`config.mk`:
```
export PLATFORM = sky130hd
export DESIGN_NAME = fb_write_arbiter
export DESIGN_NICKNAME = d
export VERILOG_FILES = /design/src/rtl/fb_write_arbiter.sv
export SDC_FILE = /design/constraint.sdc
export NUM_CORES = 1
export LEC_CHECK = 0
export ABC_AREA = 1
export ABC_CLOCK_PERIOD_IN_PS = 4700
export CORE_MARGIN = 4
export CORE_UTILIZATION = 50
export CTS_CLUSTER_SIZE = 8
export DETAILED_ROUTE_END_ITERATION = 16
export HOLD_SLACK_MARGIN = 0.05
export PLACE_DENSITY = 0.87
export SYNTH_ARGS = -nofsm -noshare
export SYNTH_HDL_FRONTEND = slang
export SYNTH_SLANG_ARGS = --single-unit
```
`constraint.sdc`:
```
create_clock -name clk_i -period 4.7 [get_ports clk_i]
set_clock_uncertainty 0.15 [all_clocks]
set_input_delay 0.47 -clock clk_i [delete_from_list [all_inputs] [get_ports clk_i]]
set_output_delay 0.47 -clock clk_i [all_outputs]
set_load 0.01 [all_outputs]
```
`src/rtl/fb_write_arbiter.sv`:
```
// Framebuffer write-port controller for the 80x60 display.
// Shares the single write port between CPU pixel writes and a rectangle-fill
// engine. Fairness: whoever lost the most recent CPU/fill conflict wins the next.
module fb_write_arbiter (
   input  logic        clk_i,
   input  logic        rst_ni,
   input  logic        cpu_req_i,
   input  logic [12:0] cpu_wa_i,
   input  logic [7:0]  cpu_wd_i,
   output logic        cpu_ack_o,
   input  logic        fill_start_i,
   input  logic [6:0]  fill_x_i,
   input  logic [5:0]  fill_y_i,
   input  logic [6:0]  fill_w_i,
   input  logic [5:0]  fill_h_i,
   input  logic [7:0]  fill_color_i,
   output logic        fill_busy_o,
   output logic        fill_done_o,
   output logic [12:0] fb_wa_o,
   output logic [7:0]  fb_wd_o,
   output logic        fb_we_o
);

   localparam logic [7:0] Cols = 8'd80;
   localparam logic [7:0] Rows = 8'd60;

   typedef enum logic [1:0] {StIdle, StFill, StFinish} state_e;

   state_e      state_q, state_d;
   logic [6:0]  x0_q, x0_d;
   // End coordinates and scan counters are 8 bits so X+W never wraps.
   logic [7:0]  end_x_q, end_x_d;
   logic [7:0]  end_y_q, end_y_d;
   logic [7:0]  cx_q, cx_d;
   logic [7:0]  cy_q, cy_d;
   logic [7:0]  color_q, color_d;
   logic        last_cpu_q, last_cpu_d;  // 1: CPU won the latest conflict
   logic        ack_q, ack_d;
   logic        busy_q, busy_d;
   logic        done_q, done_d;
   logic        we_q, we_d;
   logic [12:0] wa_q, wa_d;
   logic [7:0]  wd_q, wd_d;

   logic        in_range, fill_req, cpu_elig, cpu_gnt, fill_gnt;
   logic        advance, row_end, last_pix;
   logic [7:0]  cx_inc, cy_inc;

   // Arbitration between the CPU and the fill engine for this cycle.
   always_comb begin
      cx_inc   = cx_q + 8'd1;
      cy_inc   = cy_q + 8'd1;
      in_range = (cx_q < Cols) && (cy_q < Rows);
      fill_req = (state_q == StFill) && in_range;
      // A held request must not be granted again in its ACK cycle.
      cpu_elig = cpu_req_i && !ack_q;
      cpu_gnt  = cpu_elig && (!fill_req || !last_cpu_q);
      fill_gnt = fill_req && !cpu_gnt;
      // Clipped pixels step on without requesting the port.
      advance  = (state_q == StFill) && (fill_gnt || !in_range);
      row_end  = (cx_inc == end_x_q);
      last_pix = row_end && (cy_inc == end_y_q);
   end

   // Next-state for the fill FSM, scan counters and registered port outputs.
   always_comb begin
      state_d    = state_q;
      x0_d       = x0_q;
      end_x_d    = end_x_q;
      end_y_d    = end_y_q;
      cx_d       = cx_q;
      cy_d       = cy_q;
      color_d    = color_q;
      last_cpu_d = last_cpu_q;
      busy_d     = busy_q;
      done_d     = 1'b0;
      ack_d      = cpu_gnt;
      we_d       = cpu_gnt || fill_gnt;
      wa_d       = wa_q;
      wd_d       = wd_q;

      if (cpu_elig && fill_req) begin
         last_cpu_d = cpu_gnt;
      end

      if (cpu_gnt) begin
         wa_d = cpu_wa_i;
         wd_d = cpu_wd_i;
      end else if (fill_gnt) begin
         wa_d = {cy_q[5:0], cx_q[6:0]};
         wd_d = color_q;
      end

      case (state_q)
         StIdle: begin
            busy_d = 1'b0;
            if (fill_start_i) begin
               x0_d    = fill_x_i;
               end_x_d = {1'b0, fill_x_i} + {1'b0, fill_w_i};
               end_y_d = {2'b00, fill_y_i} + {2'b00, fill_h_i};
               cx_d    = {1'b0, fill_x_i};
               cy_d    = {2'b00, fill_y_i};
               color_d = fill_color_i;
               busy_d  = 1'b1;
               if ((fill_w_i == 7'd0) || (fill_h_i == 6'd0)) begin
                  state_d = StFinish;
                  done_d  = 1'b1;
               end else begin
                  state_d = StFill;
               end
            end
         end
         StFill: begin
            busy_d = 1'b1;
            if (advance) begin
               if (row_end) begin
                  cx_d = {1'b0, x0_q};
                  cy_d = cy_inc;
                  if (last_pix) begin
                     state_d = StFinish;
                     done_d  = 1'b1;
                  end
               end else begin
                  cx_d = cx_inc;
               end
            end
         end
         StFinish: begin
            state_d = StIdle;
            busy_d  = 1'b0;
         end
         default: begin
            state_d = StIdle;
            busy_d  = 1'b0;
         end
      endcase
   end

   // State registers with synchronous active-low reset.
   always_ff @(posedge clk_i) begin
      if (!rst_ni) begin
         state_q    <= StIdle;
         x0_q       <= '0;
         end_x_q    <= '0;
         end_y_q    <= '0;
         cx_q       <= '0;
         cy_q       <= '0;
         color_q    <= '0;
         last_cpu_q <= 1'b0;
         ack_q      <= 1'b0;
         busy_q     <= 1'b0;
         done_q     <= 1'b0;
         we_q       <= 1'b0;
         wa_q       <= '0;
         wd_q       <= '0;
      end else begin
         state_q    <= state_d;
         x0_q       <= x0_d;
         end_x_q    <= end_x_d;
         end_y_q    <= end_y_d;
         cx_q       <= cx_d;
         cy_q       <= cy_d;
         color_q    <= color_d;
         last_cpu_q <= last_cpu_d;
         ack_q      <= ack_d;
         busy_q     <= busy_d;
         done_q     <= done_d;
         we_q       <= we_d;
         wa_q       <= wa_d;
         wd_q       <= wd_d;
      end
   end

   assign cpu_ack_o   = ack_q;
   assign fill_busy_o = busy_q;
   assign fill_done_o = done_q;
   assign fb_we_o     = we_q;
   assign fb_wa_o     = wa_q;
   assign fb_wd_o     = wd_q;

endmodule

```
Word level (Yosys, flattened, before mapping)
Index checks and enable logic that the tools add are counted.
- $add $sub $neg: 4
- $lt $le $gt $ge: 2
- equal/unequal tests: 7
- multiplexer cells: 26
- reductions and logical operators: 26
- operator list (kind ; count):
    $mux 8 ; 8
    $pmux 8 s2 ; 2
    $mux 13 ; 2
    $add 8x1->8 const B ; 2
    $eq 8x8->1 ; 2
    $mux 2 ; 5
    $add 7x7->8 ; 1
    $logic_and 1x1->1 ; 8
    $lt 8x6->1 const B ; 1
    $lt 8x7->1 const B ; 1
    $ne 2x2->1 const B ; 4
    $reduce_and 4->1 ; 2
    $add 6x6->7 ; 1
    $logic_not 7->1 ; 1
    $logic_not 6->1 ; 1
    $mux 1 ; 6
    $logic_not 1->1 ; 5
    $logic_or 1x1->1 ; 4
    $pmux 1 s2 ; 2
    $pmux 2 s2 ; 1
    $reduce_bool 2->1 ; 2
    $reduce_and 3->1 ; 1
    $eq 2x1->1 const B ; 1
    $logic_not 2->1 ; 1
    $reduce_and 2->1 ; 1
- flip-flop bits (word level): 75
- input bits: 59
- output and inout bits: 25
- word-level logic and storage cells: 79

Logic depth before layout (Yosys ltp)
Gate-level depths: netlist of run 1.
- depth in word-level cells: 12
- depth in mapped cells: 16
- mapped depth without buffers: 15

Least setup slack after synthesis of run 1
Ideal clock, no wire load.
- kind: input -> register
- start point: in fill_x_i[0]
- end point: reg end_x_q[6]
- library setup time: 115 ps
- data arrival time: 1761 ps
- required time: 4435 ps
- path slack: 2674 ps
- stages on the path: 10
- path buffers: 0
- cell sequence: ha_1 inv_1 fa_1 o21ai_0 nand2_1 nand2_1 a21oi_1 xnor2_1 o21ai_0 inv_1
- word-level cells in the longest chain between the ends: 1
- RTL lines (what ; line ; source):
    start, declared ; 12 ; input logic [6:0] fill_x_i,
    $add 7x7->8 ; 99 ; end_x_d = {1'b0, fill_x_i} + {1'b0, fill_w_i};
    end signal, assigned ; 159 ; end_x_q <= end_x_d;
    end, declared ; 32 ; logic [7:0] end_x_q, end_x_d;
Every way passes these cells.
A chain may end at the register's enable or synchronous reset.

==> summary.txt, run 1 <==
Global routing
  • Number of global-route vias before repair: 4117
  • First-pass GRT wire length: 18920 microns
  • Global Route Usage Sum: 0.2285
  • GR Overflow Total: 0
  • Largest net degree at the start of global routing: 54
  • Initial antenna violation count: 0

Timing
  • # setup viols final: 0
  • Endpoints failing hold: 0
  • Crit path time final: 2.700 ns
  • FMAX: 370.3 MHz
  • Final Max Tran Viols: 0
  • Max transition margin: 0.1912
  • Unrepaired setup endpoints after global routing: no
  • Final period util: 0.5745
  • Worst-Margin Slew: 1.211 ns
  • Setup TNS: 0 ns

Clock network
  • CTS tree: done
  • Hold buffers post-CTS: 0
  • # resized after CTS: 0
  • Setup repair bufs after CTS: 0
  • Clock Root Buffer: clkbuf_8
  • Worst-Skew Late Latency: 0.34 ns
  • H-tree depth: 3
  • CTS Buf Count: 9
  • Clk sinks: 74
  • Clock transition at path regs: 0.07 ns
  • Clock Path Buffers: 2

Logic synthesis
  • Top cells by area, synth: dfxtp_1, nand2_1, o21ai_0
  • Synthesis-stage register bit count: 74
  • Synth Cell Area: 4312 sq um
  • Sequential fraction of the synthesis area: 0.3436
  • Avg Cell Area, Syn: 6.726 sq um
  • Synthesized netlist cell count: 641
  • Post-synth top area cell: dfxtp_1
  • Number of distinct library cells after synthesis: 40
  • Ys async rst share: 0
  • Syn Nets: 717
  • Most common cell in the netlist: nand2_1
  • Area share of the largest cell type after synthesis: 0.3436
  • Post-synth top cells: nand2_1, inv_1, dfxtp_1, o21ai_0, nor2_1
  • Post-synth EDFFs: 0
  • Synth Flop Type: dfxtp_1
  • Syn. warnings: 0

Final layout
  • NumNets Final: 792
  • Design Area, Final: 5415 sq um
  • Antenna Diode Count: 0
  • P&R area growth vs syn: 25.59%
  • Layout cells sized above 1: 0.06796
  • Fillers: 727

Floorplan
  • Initial Util: 0.5195
  • Core footprint: 8299 sq um
  • Die Y: 100.9 microns
  • Die area: 10170 sq um
  • FP Rows: 33
  • Die X: 100.9 microns
  • Boundary Pins: 84

Setup path
  • Worst Setup Path Type: input pin to flip-flop
  • Path depth of the worst reg2reg path: 12
  • Crit path DAT: 2.81 ns
  • Startpoint types: input pin
  • Crit. End Element: flip-flop
  • Required @ worst endpoint: 4.81 ns
  • Worst-path maximum fanout: 53

Hold path
  • Hold Crit Class: flip-flop to flip-flop
  • Worst hold path depth: 2

Detailed routing
  • DR vias: 4461
  • Iteration-0 DRC Markers: 337
  • Routed WL per cell: 13.96 microns
  • DRT Wirelength: 11530 microns
  • DR DRC count: 0
  • Post-DRT Antenna Nets: 0
  • Drt pass-1 iters: 5
  • Vias per inst: 5.401

Pwr
  • Pwr Density: 361.5 nW/um^2
  • Peak VDD IR: 170.6 uV
  • Leak: 2.426 nW

Place
  • Port buffer count: 83
  • Dpl cell area: 5199 sq um
  • Hpwl dp: 8574 microns
  • Placer Congestion: 0.9037

Run
  • Maxcap violations: 0

Run status
  • Outcome: complete, no violations
## metal layers
| metal | vias to the layer above | global-route usage | share of wire |
|---|---|---|---|
| met3 | 20 | 0.03114 | 0.071 |
| met5 | - | 0 | 0 |
| li1 | 2217 | - | - |
| met4 | 0 | 0.08808 | 0.021 |
| met1 | 2062 | 0.2889 | 0.42 |
| met2 | 162 | 0.3924 | 0.49 |
## worst max-delay path: stages
cell             delay, ns
clkdlybuf4s50_1       0.46
buf_4                 0.43
inv_1                 0.49
nor2_1                0.70
nand2_1               0.13
o21ai_0               0.11
## cells by family (layout without fill, tap and decap cells)
group / count (synthesis) / after routing / share of synthesized area
AO/OA/AOI/OAI: 145 / 145 / 0.1788
XOR/XNOR: 12 / 12 / 0.02438
adder cells (fa/ha/maj): 17 / 17 / 0.05282
buffers and inverters: 114 / 194 / 0.1027
flip-flops: 74 / 74 / 0.3436
AND/OR/NAND/NOR: 279 / 279 / 0.2977
## area by class of cell
type                       count  area [sq um]  area share
inverter                      92         345.3     0.06377
clock inverter                 1         30.03    0.005545
tap                          105         131.4     0.02426
timing repair buffer          86         853.3      0.1576
sequential                    74          1481      0.2736
multi-input combinational    453          2387      0.4409
clock buffer                  15         186.4     0.03443
## registers in the layout, summed over array words and instances (netlist names), 2 cells and up
register / flops
color_q: 8
cx_q: 8
cy_q: 8
end_x_q: 8
end_y_q: 7
fb_wa_o: 13
fb_wd_o: 8
state_q: 2
x0_q: 7
## through the flow
stage / hold WS (ns) / std cells / power (W) / utilization / setup WS, ns
floorplan: 0.2798 / 641 / 0.001222 / - / 2.674
global placement: 0.2915 / 810 / 0.001406 / 0.6264 / 1.857
detailed placement: 0.2982 / 810 / 0.001435 / 0.6264 / 1.688
CTS: 0.3080 / 826 / 0.001957 / 0.6525 / 2.056
global route: 0.3185 / 826 / 0.002084 / 0.6525 / 1.873
finish: 0.3059 / 826 / 0.001958 / 0.6525 / 2.000
## power breakdown
group | internal, W | leakage (nW) | switching [W] | total [W]
Clock | 0.000304 | 0.110 | 0.000220 | 0.000524
Sequential | 0.000713 | 0.611 | 0.0000712 | 0.000784
Combinational | 0.000254 | 1.70 | 0.000396 | 0.000649
Total | 0.00127 | 2.43 | 0.000687 | 0.00196
## layout by cell type, fill, tap and decap left out, types with 2 or more instances in the layout
cell type        count
nand2_4              3
nor3_1               2
fa_1                 2
inv_1               87
a21oi_1             57
o21ai_0             71
clkbuf_1             2
clkdlybuf4s50_1     83
nand2_1            139
nor4_1               2
nand3b_1             2
nor2_4               2
xor2_1               9
nand2_2              4
a22o_1               4
buf_4                3
nand4_1              5
ha_1                15
nor2_1              63
clkbuf_8            13
nand3_1             39
inv_2                4
o21a_1               6
nor2_2               8
xnor2_1              3
nand3_2              6
dfxtp_1             74
## path summary, 6_finish.rpt
path | startpoint | endpoint | slack (ns)
max reg2reg | cx_q[0] | cx_q[0] | 2.25
min reg2reg | color_q[6] | color_q[6] | 0.31
min | color_q[6] | color_q[6] | 0.31
max | rst_ni | fb_wd_o[7] | 2.00
Note: power is estimated with default switching activity, not from simulation.
==> run 2: changes to the inputs <==
--- a/config.mk
+++ b/config.mk
@@ -6,7 +6,7 @@
 export NUM_CORES = 1
 export LEC_CHECK = 0
 export ABC_AREA = 1
-export ABC_CLOCK_PERIOD_IN_PS = 4700
+export ABC_CLOCK_PERIOD_IN_PS = 2600
 export CORE_MARGIN = 4
 export CORE_UTILIZATION = 50
 export CTS_CLUSTER_SIZE = 8
==> constraint.sdc (replaced) <==
create_clock -name clk_i -period 2.6 [get_ports clk_i]
set_clock_uncertainty 0.15 [all_clocks]
set_input_delay 0.26 -clock clk_i [delete_from_list [all_inputs] [get_ports clk_i]]
set_output_delay 0.26 -clock clk_i [all_outputs]
set_load 0.01 [all_outputs]
==> summary.txt, run 2 (synthesis results as in run 1) <==
Pwr
  • Internal power consumption: 0.002259 W (+78%)
  • Clock network fraction of total power: 0.257 (-0.011)
  • Net Sw Frac: 0.3557 (+0.005015)
  • Combinational share of power: 0.337 (+0.005)
  • Pwr Density: 641.4 nW/um^2 (+77%)
  • Leak: 2.459 nW (+1.4%)
  • Peak VDD IR: 273.1 uV (+60%)
  • Seq pwr share: 0.405 (+0.004)
  • NetSw: 0.001247 W (+82%)

Place
  • Placer Congestion: 0.9245 (+2.3%)
  • Hpwl dp: 8815 microns (+2.8%)
  • Port buffer count: 83 (unchanged)
  • DP Cell Count: 819 (+1.1%)
  • Dpl cell area: 5266 sq um (+1.3%)

Setup path
  • Worst path bufs/invs: 1 (-2)
  • FF-to-FF Start: cx_q[0]
  • Required @ worst endpoint: 2.74 ns (-2.07 ns)
  • Crit-path most repeated cell: nand2_1
  • Reg-to-reg setup timing slack: 0.30 ns (-1.95 ns)
  • Slowest cell delay on critical path: 0.50 ns (-0.20 ns)
  • Largest delay share family, worst path: simple AND/OR/NAND/NOR gates
  • Path depth of the worst reg2reg path: 13 (+1)
  • Reg2reg end: cy_q[6]
  • Worst-path maximum fanout: 15 (-72%)
  • Crit path DAT: 2.44 ns (-0.37 ns)
  • Cells along the critical path: ha_1, nand2_1, inv_1, nand3_2, nand3_2, nand2_1, nor2_2, nand3_4, nand2_4, nand2_4, nand2_1, nand2_1, nor2_1
  • Worst Setup Path Type: flip-flop to flip-flop
  • Startpoint types: flip-flop
  • Slowest cell on the critical path: dfxtp_1
  • Crit. End Element: flip-flop

Floorplan
  • FP Rows: 33 (unchanged)
  • Die Y: 100.9 microns (unchanged)
  • Initial Util: 0.5195 (unchanged)
  • Die X: 100.9 microns (unchanged)
  • Die area: 10170 sq um (unchanged)
  • Core footprint: 8299 sq um (unchanged)
  • Boundary Pins: 84 (unchanged)

Final layout
  • Layout cells sized above 1: 0.07945 (+0.01149)
  • Commonest non-fill, non-tap cell in the layout: nand2_1
  • Fillers: 755 (+3.9%)
  • Antenna Diode Count: 0 (unchanged)
  • P&R area growth vs syn: 26.78%
  • Multi-input gate area: 2390 sq um (+0.10%)
  • Final Non-Filler Cells: 835 (+1.1%)
  • Commonest cells after routing, fill and taps aside: nand2_1, inv_1, clkdlybuf4s50_1
  • Register area: 1481 sq um (unchanged)
  • Max reg flops: 13 (unchanged)
  • Design Area, Final: 5466 sq um (+0.95%)
  • NumNets Final: 801 (+1.1%)

Global routing
  • GR Overflow Total: 0 (unchanged)
  • First-pass GRT wire length: 19490 microns (+3.0%)
  • Largest net degree at the start of global routing: 30 (-44%)
  • Global Route Usage Sum: 0.2361 (+0.007585)
  • Initial antenna violation count: 0 (unchanged)
  • Number of global-route vias before repair: 4309 (+4.7%)

Detailed routing
  • Vias per inst: 5.317 (-1.5%)
  • Iteration-0 DRC Markers: 265 (-21%)
  • Drt pass-1 iters: 5 (unchanged)
  • Post-DRT Antenna Nets: 0 (unchanged)
  • DR DRC count: 0 (unchanged)
  • Routed WL per cell: 13.95 microns (about the same)
  • DR vias: 4440 (-0.47%)
  • DRT Wirelength: 11650 microns (+1.0%)

Timing
  • Final period util: 0.8860
  • Crit path time final: 2.304 ns
  • Hold slack: 0.3070 ns (+0.001101 ns)
  • # setup viols final: 0 (unchanged)
  • Max transition margin: 0.5974 (+0.4062)
  • Worst-Margin Slew: 0.6033 ns (-0.6074 ns)
  • Unrepaired setup endpoints after global routing: no
  • FMAX: 434.1 MHz
  • Setup TNS: 0 ns (unchanged)
  • Endpoints failing hold: 0 (unchanged)
  • Final Max Tran Viols: 0 (unchanged)

Clock network
  • CTS tree: done
  • H-tree depth: 3 (unchanged)
  • Clock Root Buffer: clkbuf_8
  • Worst-Skew Late Latency: 0.34 ns (about the same)
  • Clock transition at path regs: 0.08 ns (about the same)
  • Clock Path Buffers: 2 (unchanged)
  • CTS Buf Count: 9 (unchanged)
  • Setup repair bufs after CTS: 0 (unchanged)
  • Clk sinks: 74 (unchanged)

Run status
  • Outcome: complete, no violations

Hold path
  • Worst hold path depth: 2 (unchanged)
  • Worst Min Path Start: color_q[7]
  • Worst Hold End: color_q[7]
  • Hold Crit Class: flip-flop to flip-flop

Run
  • Maxcap violations: 0 (unchanged)
## run 2: cell count changes in the layout (fill, tap and decap cells not counted)
| cell | change |
|---|---|
| nor2_1 | -1 |
| clkbuf_8 | -2 |
| buf_4 | +9 |
| clkbuf_1 | +1 |
| clkinv_2 | +1 |
| nor2_2 | +1 |
## run 2: how the worst max path moves through the flow
stage               depth (start not counted)    endpoint  slack, ns         from
floorplan                                  13     cy_q[2]       0.62      cx_q[0]
global placement                           11  end_x_q[6]       0.16  fill_x_i[0]
detailed placement                         11  end_x_q[6]       0.12  fill_x_i[0]
CTS                                        12     cx_q[5]       0.23      cx_q[0]
global route                               13     cy_q[4]       0.09      cx_q[0]
finish                                     13     cy_q[6]       0.30      cx_q[0]
## run 2: what timing repair did
item,CTS,global route
hold buffers,0,0
gates resized for setup,0,1
setup endpoints to repair,0,7
## run 2: per-stage QoR
stage          power (W)    util  setup WS, ns
2_1_floorplan   0.002208       -        0.6223
3_3_place_gp    0.002563  0.6346        0.1569
3_5_place_dp    0.002605  0.6346        0.1214
4_1_cts         0.003508  0.6584        0.2331
5_1_grt         0.003742  0.6587       0.08531
6_report        0.003506  0.6587        0.2964
## run 2: layout make-up
type / count / area share
Clock buffer: 14 / 0.02976
Clock inverter: 2 / 0.006409
Inverter: 92 / 0.06317
Multi-Input combinational cell: 453 / 0.4372
Sequential cell: 74 / 0.2710
Tap cell: 105 / 0.02403
Timing Repair Buffer: 95 / 0.1685
## run 2: worst register-to-register path: cells and delay by family, from the launching register on
family	cells	cell delay [ns]
adder cells (fa/ha/maj)	1	0.29
buffers and inverters	1	0.12
flip-flops	1	0.50
AND/OR/NAND/NOR	11	1.18
## run 2: layer usage
metal	global-route usage	up-vias	wire, microns
li1	-	2237	-
met1	0.3032	2016	5063
met2	0.3985	161	5563
met3	0.03460	26	786
met4	0.09119	0	232
met5	0	-	0
## run 2: power groups by stage
stage                     Clock (W)  Sequential [W]  Combinational [W]
final                      0.000902         0.00142            0.00118
after detailed placement          0         0.00144            0.00116
after global placement            0         0.00143            0.00113
after global routing       0.000970         0.00144            0.00133
after CTS                  0.000918         0.00142            0.00117
after floorplan                   0         0.00142           0.000785
